<file path="src/rtl/lenet_pkg.sv">
// Shared LeNet accelerator definitions: convolution FSM encodings and default datapath sizes.
package lenet_pkg;

   localparam int unsigned DATA_WIDTH_DEF      = 12;
   localparam int unsigned FRACTIONAL_BITS_DEF = 8;
   localparam int unsigned KERNEL_TAPS_DEF     = 25;
   localparam int unsigned ACC_WIDTH_DEF       = 20;

   typedef enum logic [3:0] {
      IDLE        = 4'b0001,
      LOAD_W      = 4'b0010,
      CALCULATION = 4'b0100,
      DONE        = 4'b1000
   } conv_state_t;

endpackage

</file>
<file path="src/rtl/tap_weight_bank.sv">
// Kernel weight register file: synchronous write, asynchronous (combinational) read.
module tap_weight_bank
   import lenet_pkg::*;
#(
   parameter  int unsigned DATA_WIDTH  = DATA_WIDTH_DEF,
   parameter  int unsigned KERNEL_TAPS = KERNEL_TAPS_DEF,
   localparam int unsigned ADDR_W      = $clog2(KERNEL_TAPS)
) (
   input  logic                  clk,
   input  logic                  wr_en,
   input  logic [ADDR_W-1:0]     wr_addr,
   input  logic [DATA_WIDTH-1:0] wr_data,
   input  logic [ADDR_W-1:0]     rd_addr,
   output logic [DATA_WIDTH-1:0] rd_data_c
);

   logic [DATA_WIDTH-1:0] mem [KERNEL_TAPS];

   always_ff @(posedge clk) begin
      if (wr_en) mem[wr_addr] <= wr_data;
   end

   assign rd_data_c = mem[rd_addr];

endmodule

</file>
<file path="src/rtl/conv_tap_sequencer.sv">
// Sequences one convolution window through an external multiplier and accumulates a saturated sum.
// Optional build macro CONV_RELU_EN clamps negative results to zero.
module conv_tap_sequencer
   import lenet_pkg::*;
#(
   parameter int unsigned DATA_WIDTH      = DATA_WIDTH_DEF,
   parameter int unsigned FRACTIONAL_BITS = FRACTIONAL_BITS_DEF,
   parameter int unsigned KERNEL_TAPS     = KERNEL_TAPS_DEF,
   parameter int unsigned ACC_WIDTH       = ACC_WIDTH_DEF
) (
   input  logic                  clk,
   input  logic                  rst,
   input  logic                  start,
   input  logic                  reuse_w,
   input  logic                  w_valid,
   input  logic [DATA_WIDTH-1:0] w_data,
   input  logic                  in_valid,
   input  logic [DATA_WIDTH-1:0] in_data,
   output logic [DATA_WIDTH-1:0] mult_a,
   output logic [DATA_WIDTH-1:0] mult_b,
   input  logic [DATA_WIDTH-1:0] mult_p,
   output logic                  busy,
   output logic                  out_valid,
   output logic [DATA_WIDTH-1:0] out_data
);

   localparam int unsigned IDX_W  = $clog2(KERNEL_TAPS + 1);
   localparam int unsigned ADDR_W = $clog2(KERNEL_TAPS);
   localparam logic [IDX_W-1:0] LAST_IDX = IDX_W'(KERNEL_TAPS - 1);
   localparam logic [IDX_W-1:0] END_IDX  = IDX_W'(KERNEL_TAPS);
   localparam logic signed [ACC_WIDTH-1:0] SAT_MAX = ACC_WIDTH'({(DATA_WIDTH-1){1'b1}});
   localparam logic signed [ACC_WIDTH-1:0] SAT_MIN = ~SAT_MAX;

   // Products are already in the operand Q format, so the fraction point never moves.
   if (FRACTIONAL_BITS >= DATA_WIDTH || ACC_WIDTH < DATA_WIDTH) begin : g_bad_cfg
      $error("conv_tap_sequencer: invalid FRACTIONAL_BITS/ACC_WIDTH for DATA_WIDTH");
   end

   conv_state_t                  state_q, state_d;
   logic [IDX_W-1:0]             w_idx_q, w_idx_d;
   logic [IDX_W-1:0]             tap_idx_q, tap_idx_d;
   logic                         loaded_q, loaded_d;
   logic                         v1_q, v1_d, v2_q, v2_d;
   logic signed [ACC_WIDTH-1:0]  acc_q, acc_d;
   logic                         accept_c, w_we_c;
   logic [DATA_WIDTH-1:0]        w_rd_c, sat_c, res_c;

   tap_weight_bank #(
      .DATA_WIDTH  (DATA_WIDTH),
      .KERNEL_TAPS (KERNEL_TAPS)
   ) u_bank (
      .clk       (clk),
      .wr_en     (w_we_c),
      .wr_addr   (ADDR_W'(w_idx_q)),
      .wr_data   (w_data),
      .rd_addr   (ADDR_W'(tap_idx_q)),
      .rd_data_c (w_rd_c)
   );

   // Next-state, index and accumulator update.
   always_comb begin
      state_d   = state_q;
      w_idx_d   = w_idx_q;
      tap_idx_d = tap_idx_q;
      loaded_d  = loaded_q;
      acc_d     = acc_q;
      v1_d      = 1'b0;
      v2_d      = v1_q;
      accept_c  = 1'b0;
      w_we_c    = 1'b0;
      case (state_q)
         IDLE: begin
            if (start) begin
               if (reuse_w && loaded_q) begin
                  state_d   = CALCULATION;
                  tap_idx_d = '0;
                  acc_d     = '0;
               end else begin
                  state_d = LOAD_W;
                  w_idx_d = '0;
               end
            end
         end
         LOAD_W: begin
            if (w_valid) begin
               w_we_c  = 1'b1;
               w_idx_d = w_idx_q + IDX_W'(1);
               if (w_idx_q == LAST_IDX) begin
                  state_d   = CALCULATION;
                  loaded_d  = 1'b1;
                  tap_idx_d = '0;
                  acc_d     = '0;
               end
            end
         end
         CALCULATION: begin
            if (in_valid && tap_idx_q != END_IDX) begin
               accept_c  = 1'b1;
               v1_d      = 1'b1;
               tap_idx_d = tap_idx_q + IDX_W'(1);
            end
            if (v2_q) acc_d = acc_q + ACC_WIDTH'($signed(mult_p));
            // Last product lands when every tap is taken and nothing is left in flight behind it.
            if (v2_q && !v1_q && tap_idx_q == END_IDX) state_d = DONE;
         end
         DONE: state_d = IDLE;
         default: state_d = IDLE;
      endcase
   end

   always_comb begin
      if (acc_d > SAT_MAX)      sat_c = SAT_MAX[DATA_WIDTH-1:0];
      else if (acc_d < SAT_MIN) sat_c = SAT_MIN[DATA_WIDTH-1:0];
      else                      sat_c = acc_d[DATA_WIDTH-1:0];
   end

`ifdef CONV_RELU_EN
   assign res_c = sat_c[DATA_WIDTH-1] ? '0 : sat_c;
`else
   assign res_c = sat_c;
`endif

   always_ff @(posedge clk or posedge rst) begin
      if (rst) begin
         state_q   <= IDLE;
         w_idx_q   <= '0;
         tap_idx_q <= '0;
         loaded_q  <= 1'b0;
         v1_q      <= 1'b0;
         v2_q      <= 1'b0;
         acc_q     <= '0;
         mult_a    <= '0;
         mult_b    <= '0;
         busy      <= 1'b0;
         out_valid <= 1'b0;
         out_data  <= '0;
      end else begin
         state_q   <= state_d;
         w_idx_q   <= w_idx_d;
         tap_idx_q <= tap_idx_d;
         loaded_q  <= loaded_d;
         v1_q      <= v1_d;
         v2_q      <= v2_d;
         acc_q     <= acc_d;
         busy      <= (state_d != IDLE);
         out_valid <= (state_d == DONE);
         if (state_d == DONE) out_data <= res_c;
         if (accept_c) begin
            mult_a <= in_data;
            mult_b <= w_rd_c;
         end
      end
   end

endmodule

</file>
<file path="config.mk">
export PLATFORM = sky130hd
export DESIGN_NAME = conv_tap_sequencer
export DESIGN_NICKNAME = d
export VERILOG_FILES = /design/src/rtl/lenet_pkg.sv /design/src/rtl/tap_weight_bank.sv /design/src/rtl/conv_tap_sequencer.sv
export SDC_FILE = /design/constraint.sdc
export NUM_CORES = 1
export LEC_CHECK = 0
export CAP_MARGIN = 20
export CORE_UTILIZATION = 54
export CTS_CLUSTER_DIAMETER = 40
export DETAILED_ROUTE_END_ITERATION = 16
export HOLD_SLACK_MARGIN = 0.1
export PLACE_DENSITY = 0.76
export REMOVE_ABC_BUFFERS = 1
export SETUP_SLACK_MARGIN = 0.02
export SYNTH_ARGS = -nofsm -noshare
export SYNTH_HDL_FRONTEND = slang
export SYNTH_HIERARCHICAL = 1
export SYNTH_SLANG_ARGS = --single-unit
</file>
<file path="constraint.sdc">
create_clock -name clk -period 2.9 [get_ports clk]
set_clock_uncertainty 0.05 [all_clocks]
set_input_delay 0.435 -clock clk [delete_from_list [all_inputs] [get_ports clk]]
set_output_delay 0.435 -clock clk [all_outputs]
set_load 0.01 [all_outputs]
</file>
; ---- After elaboration in Yosys (flattened, before gate mapping)
; Memory sizes are Yosys's and may differ from the RTL's. A register that Yosys moved wholly into a read port is not among the register bits.
; Index checks and enable logic that the tools add are counted.
[totals]
register_bits = 63
word_cells = 71
mem_count = 1
ram_bits = 300
[classes]
reduce_logical = 10
n_eq_ne = 14
n_addsub = 3
n_mux = 30
magnitude_cmp = 2
[memory_table]
columns = memory, depth, width, rd, rd_ports_with_merged_regs, write_ports, line
row1 = u_bank.mem, 25, 12, 1, 1, 1, tap_weight_bank.sv:17  ; logic [DATA_WIDTH-1:0] mem [KERNEL_TAPS];
[op_table]
columns = op, n
row1 = $mux 20, 5
row2 = $pmux 20 s3, 1
row3 = $mux 5, 8
row4 = $mux 12, 2
row5 = $add 20x12->20, 1
row6 = $gt 20x12->1 const B, 1
row7 = $lt 20x12->1 const B, 1
row8 = $mux 4, 4
row9 = $pmux 5 s3, 1
row10 = $ne 2x2->1 const B, 6
row11 = $pmux 4 s3, 1
row12 = $add 5x1->5 const B, 2
row13 = $eq 5x5->1 const B, 2
row14 = $pmux 5 s2, 1
row15 = $mux 1, 6
row16 = $reduce_and 6->1, 1
row17 = $ne 5x5->1 const B, 1
row18 = $eq 4x1->1 const B, 1
row19 = $eq 4x2->1 const B, 1
row20 = $eq 4x3->1 const B, 1
row21 = $eq 4x4->1 const B, 1
row22 = $logic_and 1x1->1, 4
row23 = $ne 4x1->1 const B, 1
row24 = $reduce_and 4->1, 1
row25 = 5 further kinds, 5

; ---- Longest topological paths before layout
[logic_depth]
depth_word = 7
ltp_mapped = 13
mapped_depth_nobuf = 11

; ---- Hierarchy
; Netlist, hierarchy kept.
[by_module_without_submodules]
columns = module, seq_area_each_um2, area_per_inst_um2, n_inst, cells_each
row1 = tap_weight_bank, 9008.6, 11842.6, 1, 592
row2 = conv_tap_sequencer, 1878.1, 4090.2, 1, 452

; ---- Least setup slack after synthesis
; Ideal clock, no wire load.
[synth_path]
path_kind = input port to flip-flop
start = input port mult_p[0]
end = register out_data[1]
arrival_time_ns = 3.088
setup_slack_ns = -0.376
stages = 11
n_path_buf = 1
path_cell_list = ha_1 > fa_1 > a21oi_1 > o21ai_0 > nand3_1 > a2111oi_0 > or3b_4 > or4_1 > o32ai_2 > buf_6 > o22ai_1
[synth_via]
elab_chain_len = 6
elab_cells_between_ends = 7
classes_between = add/sub (1) / order compare (2) / mux (4)
[synth_lines]
columns = item, line
row1 = from (decl), conv_tap_sequencer.sv:21  ; input logic [DATA_WIDTH-1:0] mult_p,
row2 = $add 20x12->20 (*), conv_tap_sequencer.sv:102  ; if (v2_q) acc_d = acc_q + ACC_WIDTH'($signed(mult_p));
row3 = $mux 20 (*), conv_tap_sequencer.sv:102
row4 = $pmux 20 s3 (*), conv_tap_sequencer.sv:71  ; case (state_q)
row5 = named net acc_d[16], conv_tap_sequencer.sv:44  ; logic signed [ACC_WIDTH-1:0] acc_q, acc_d;
row6 = $lt 20x12->1, conv_tap_sequencer.sv:113  ; else if (acc_d < SAT_MIN) sat_c = SAT_MIN[DATA_WIDTH-1:0];
row7 = $mux 12, conv_tap_sequencer.sv:113
row8 = $mux 12 (*), conv_tap_sequencer.sv:112  ; if (acc_d > SAT_MAX) sat_c = SAT_MAX[DATA_WIDTH-1:0];
row9 = to (signal assigned), conv_tap_sequencer.sv:147  ; if (state_d == DONE) out_data <= res_c;
row10 = to (decl), conv_tap_sequencer.sv:24  ; output logic [DATA_WIDTH-1:0] out_data
; The timed path passes the listed nets; every way through them passes the cells marked *.
; A chain may end at the register's enable or synchronous reset.

; ---- Worst setup path after layout
[layout_path]
start = input port mult_p[2]
end = register out_data[10]
; Same word-level chain as after synthesis.

==> results.py <==
metrics = {
    "cts": {
        "clk_pin_slew_ns": 0.06,
        "root_buffer": "sky130_fd_sc_hd__clkbuf_16",
        "cts_hold_buffers": 0,
        "insertion_delay_ns": 0.57,
        "clock-sinks": 375,
        "max-clock-path-buffers": 3,
        "tritoncts": "built",
        "cts_buffers": 45,
        "number_of_h_tree_branching_levels": 2,
    },
    "run_status": {
        "outcome": "finished with violations",
        "violations": "negative setup slack",
    },
    "timing": {
        "setup_viol": 11,
        "timing.final.ws_setup_ns": -0.335,
        "rsz0062_at_grt": "yes",
        "max_freq_mhz": 309,
        "finalHoldViolCount": 0,
        "timing.final.max_slew_violations": 0,
        "holdWs_ns": 0.234,
        "finalWorstPathRequiredPeriod_ns": 3.24,
        "worst_slew_margin_rel_pct": 35.5,
        "period_share_pct": 112,
        "sum_neg_setup_slack_ns": -3.55,
        "worst_pin_slew_ns": 0.965,
    },
    "critical_path": {
        "crit_cells": 13,
        "critPathRequiredTime_ns": 3.27,
        "rr_endpoint": "out_data[10]$_DFFE_PP0P_",
        "worst-endpoint-arrival_ns": 3.60,
        "critical-path-top-delay-family": "compound AO/OA/AOI/OAI gates",
        "path_cells": "clkdlybuf4s50_1, ha_4, buf_6, o211ai_1, o211ai_1, buf_4, a21oi_2, xor2_1, o21ai_2, or4_4, o32ai_4, buf_6, o22ai_2",
        "cp_max_fo": 5,
        "critPathMaxStageDelay_ns": 0.57,
        "worst-path-buf-inv": 4,
        "reg_to_reg_startpoint": "acc_q[2]$_DFF_PP0_",
        "worstSetupStartpointType": "input pin",
        "critical_path_class": "in -> reg",
        "rrSetupSlack_ns": -0.33,
        "crit_path_top_delay_cell": "sky130_fd_sc_hd__or4_4",
        "critPathCaptureType": "register",
        "cell_count_of_the_worst_reg_to_reg_path": 12,
    },
    "drt": {
        "drt_first_pass_iters": 7,
        "routed-via-count": 10400,
        "initialDrtViolationCount": 960,
        "ant_nets": 0,
        "avgViaCountPerCell": 6.05,
        "routed_wire_length_per_instance_microns": 23.1,
        "totalWireLength_microns": 39600,
        "drc": 0,
    },
    "global_route": {
        "global_route.usage.total_pct": 26.4,
        "grt_pass1_vias": 10400,
        "grt_start_max_net_pins": 45,
        "gr_ovfl_total": 0,
        "initial_antenna_violation_count": 0,
        "grt_pass1_wl_microns": 60000,
    },
    "finish": {
        "sequential_area_sq_mm": 0.0109,
        "stdcell_count": 1713,
        "multi_input_comb_area_sq_mm": 0.00496,
        "layout_area_overhead_pct": 25.6,
        "filler_cell_count": 1899,
        "final_net_count": 1358,
        "n_antenna_cell": 0,
        "layout.core_utilization_pct": 69.4,
        "layout-drive-gt1-share_pct": 24.3,
    },
    "floorplanning": {
        "fp.coreArea_sq_mm": 0.0289,
        "die_height_microns": 174,
        "initial_utilization_pct": 55.2,
        "ioPinCount": 80,
        "dieArea_sq_mm": 0.0302,
        "site_rows": 62,
        "floorplan.die.width_microns": 174,
    },
    "power": {
        "power.density_mw_per_mm2": 744,
        "leakage_component_of_the_power_uw": 0.00728,
        "irDropWorstVdd_v": 0.000693,
    },
    "placement": {
        "detailed_place_hpwl_microns": 24800,
        "place_ws_ns": -0.976,
        "gp_congestion": 0.907,
        "instance_count_after_placement_with_tap_cells_included": 1608,
        "port_buffers": 79,
    },
    "synth": {
        "post-synth-top-area-fraction_pct": 56.5,
        "post_synthesis_compound_gate_area_fraction_pct": 7.63,
        "syn-mean-instance-area_sq_um": 15.3,
        "synthTopCellsByCount": "sky130_fd_sc_hd__edfxtp_1 (300), sky130_fd_sc_hd__nand2_1 (135), sky130_fd_sc_hd__dfrtp_1 (74)",
        "ys.flop_type": "sky130_fd_sc_hd__edfxtp_1",
        "post-synth-top-count-cell": "sky130_fd_sc_hd__edfxtp_1",
        "ys_seq_elements": 375,
        "synth_edf_count": 300,
        "synthTopCellsByArea": "sky130_fd_sc_hd__edfxtp_1 (57%), sky130_fd_sc_hd__dfrtp_1 (12%), sky130_fd_sc_hd__mux4_1 (3.6%)",
        "yosys_warnings": 6,
        "synth_top_family_by_area": "multiplexers",
        "syn-cell-area_sq_mm": 0.0159,
        "syn_inst": 1044,
        "synth-xor-area-share_pct": 0.935,
        "synth_cell_types": 73,
        "synth_fa_ha_area_share_pct": 1.93,
        "synth.largest_area_cell": "sky130_fd_sc_hd__edfxtp_1",
        "synth-simple-area-share_pct": 8.21,
        "synth_mux_area_share_pct": 10.7,
        "seq_area_frac_synth_pct": 68.3,
        "synth_async_sr_flop_share_pct": 20.0,
    },
    "hold_path": {
        "hold_class": "in -> async",
    },
    "run": {
        "max_cap_violations": 0,
    },
}
## worst reg2reg max path, cell delays in order, from the launching register on
cell	delay, ns
sky130_fd_sc_hd__dfrtp_1	0.40
sky130_fd_sc_hd__ha_4	0.23
sky130_fd_sc_hd__buf_6	0.11
sky130_fd_sc_hd__o211ai_1	0.30
sky130_fd_sc_hd__o211ai_1	0.22
sky130_fd_sc_hd__buf_4	0.18
sky130_fd_sc_hd__a21oi_2	0.14
sky130_fd_sc_hd__xor2_1	0.19
sky130_fd_sc_hd__o21ai_2	0.09
sky130_fd_sc_hd__or4_4	0.57
sky130_fd_sc_hd__o32ai_4	0.35
sky130_fd_sc_hd__buf_6	0.19
sky130_fd_sc_hd__o22ai_2	0.09
## kinds of logic after synthesis
group | after synthesis
adders and majority gates | 24
buffers and inverters | 62
and+or+nand+nor | 276
AOI/OAI and AO/OA | 185
xor gates and xnor gates | 17
muxes | 105
DFF | 375
## final cells by class
cell class                      instances  share of cell area, %
Tap cell                              384                   2.40
Sequential cell                       375                   54.4
Clock inverter                         36                   1.81
Timing Repair Buffer                  243                   10.5
Inverter                               20                  0.381
Multi-Input combinational cell        607                   24.8
Clock buffer                           48                   5.73
## how the worst max path moves through the flow
stage / from / end / slack (ns)
2_1_floorplan: tap_idx_q[0]$_DFFE_PP0P_ / out_data[10]$_DFFE_PP0P_ / -2.79
3_3_place_gp: mult_p[0] / out_data[1]$_DFFE_PP0P_ / -0.92
3_5_place_dp: mult_p[0] / out_data[5]$_DFFE_PP0P_ / -0.98
4_1_cts: acc_q[0]$_DFF_PP0_ / out_data[5]$_DFFE_PP0P_ / -0.24
5_1_grt: acc_q[2]$_DFF_PP0_ / out_data[10]$_DFFE_PP0P_ / -0.45
6_report: mult_p[2] / out_data[10]$_DFFE_PP0P_ / -0.34
## where the power goes
group          switching, uW  internal [uW]
Sequential               201           6060
Combinational           1590           1480
Clock                   2340           3220
## through the flow
stage | instance area (sq um) | power (uW)
floorplan | 15600 | 7990
global placement | 18100 | 9210
detailed placement | 18100 | 9290
CTS | 19900 | 14900
global route | 20000 | 15400
finish | 20000 | 14900
## registers in the layout, indices dropped and copies added, names as in the netlist
name,count
mult_b,12
w_idx_q,5
v2_q,1
loaded_q,1
u_bank/mem,300
mult_a,12
busy,1
acc_q,20
out_data,12
v1_q,1
state_q,4
tap_idx_q,5
out_valid,1
## placed cells by master (no fill, tap or decap), types with 6 or more instances in the layout
master and n:
sky130_fd_sc_hd__mux4_2 23, sky130_fd_sc_hd__a211oi_1 8, sky130_fd_sc_hd__ha_1 17, sky130_fd_sc_hd__buf_4 153
sky130_fd_sc_hd__clkinv_2 11, sky130_fd_sc_hd__nor2_1 54, sky130_fd_sc_hd__a21o_1 7, sky130_fd_sc_hd__a31oi_1 9
sky130_fd_sc_hd__nand4_1 16, sky130_fd_sc_hd__inv_1 18, sky130_fd_sc_hd__mux4_1 22, sky130_fd_sc_hd__nand2_1 134
sky130_fd_sc_hd__clkbuf_16 45, sky130_fd_sc_hd__clkdlybuf4s50_1 78, sky130_fd_sc_hd__nor2b_1 7, sky130_fd_sc_hd__o21ai_0 35
sky130_fd_sc_hd__dfrtp_1 72, sky130_fd_sc_hd__edfxtp_1 300, sky130_fd_sc_hd__nand3_1 9, sky130_fd_sc_hd__a21oi_1 22
sky130_fd_sc_hd__xor2_1 13, sky130_fd_sc_hd__a21oi_2 7, sky130_fd_sc_hd__a22oi_1 13, sky130_fd_sc_hd__nand3b_1 8
sky130_fd_sc_hd__mux2i_1 54, sky130_fd_sc_hd__mux2_2 6, sky130_fd_sc_hd__o22ai_2 8, sky130_fd_sc_hd__buf_6 7
sky130_fd_sc_hd__a22o_1 6, sky130_fd_sc_hd__o22ai_1 21
## timing repair
action | 4_1_cts | 5_1_grt
cloned | 2 | 0
pin swaps | 18 | 17
buffers inserted | 14 | 6
setup endpoints to repair | 13 | 22
gates resized for setup | 49 | 17
## per-layer routing
| layer | routed length (microns) | global-route usage (%) | vias up |
|---|---|---|---|
| met2 | 20000 | 45.1 | 477 |
| li1 | - | - | 4589 |
| met4 | 992 | 8.59 | 0 |
| met5 | 0 | 0 | - |
| met3 | 2900 | 4.96 | 85 |
| met1 | 15700 | 34.2 | 5213 |
No activity file was read; power rests on OpenSTA's default activity.
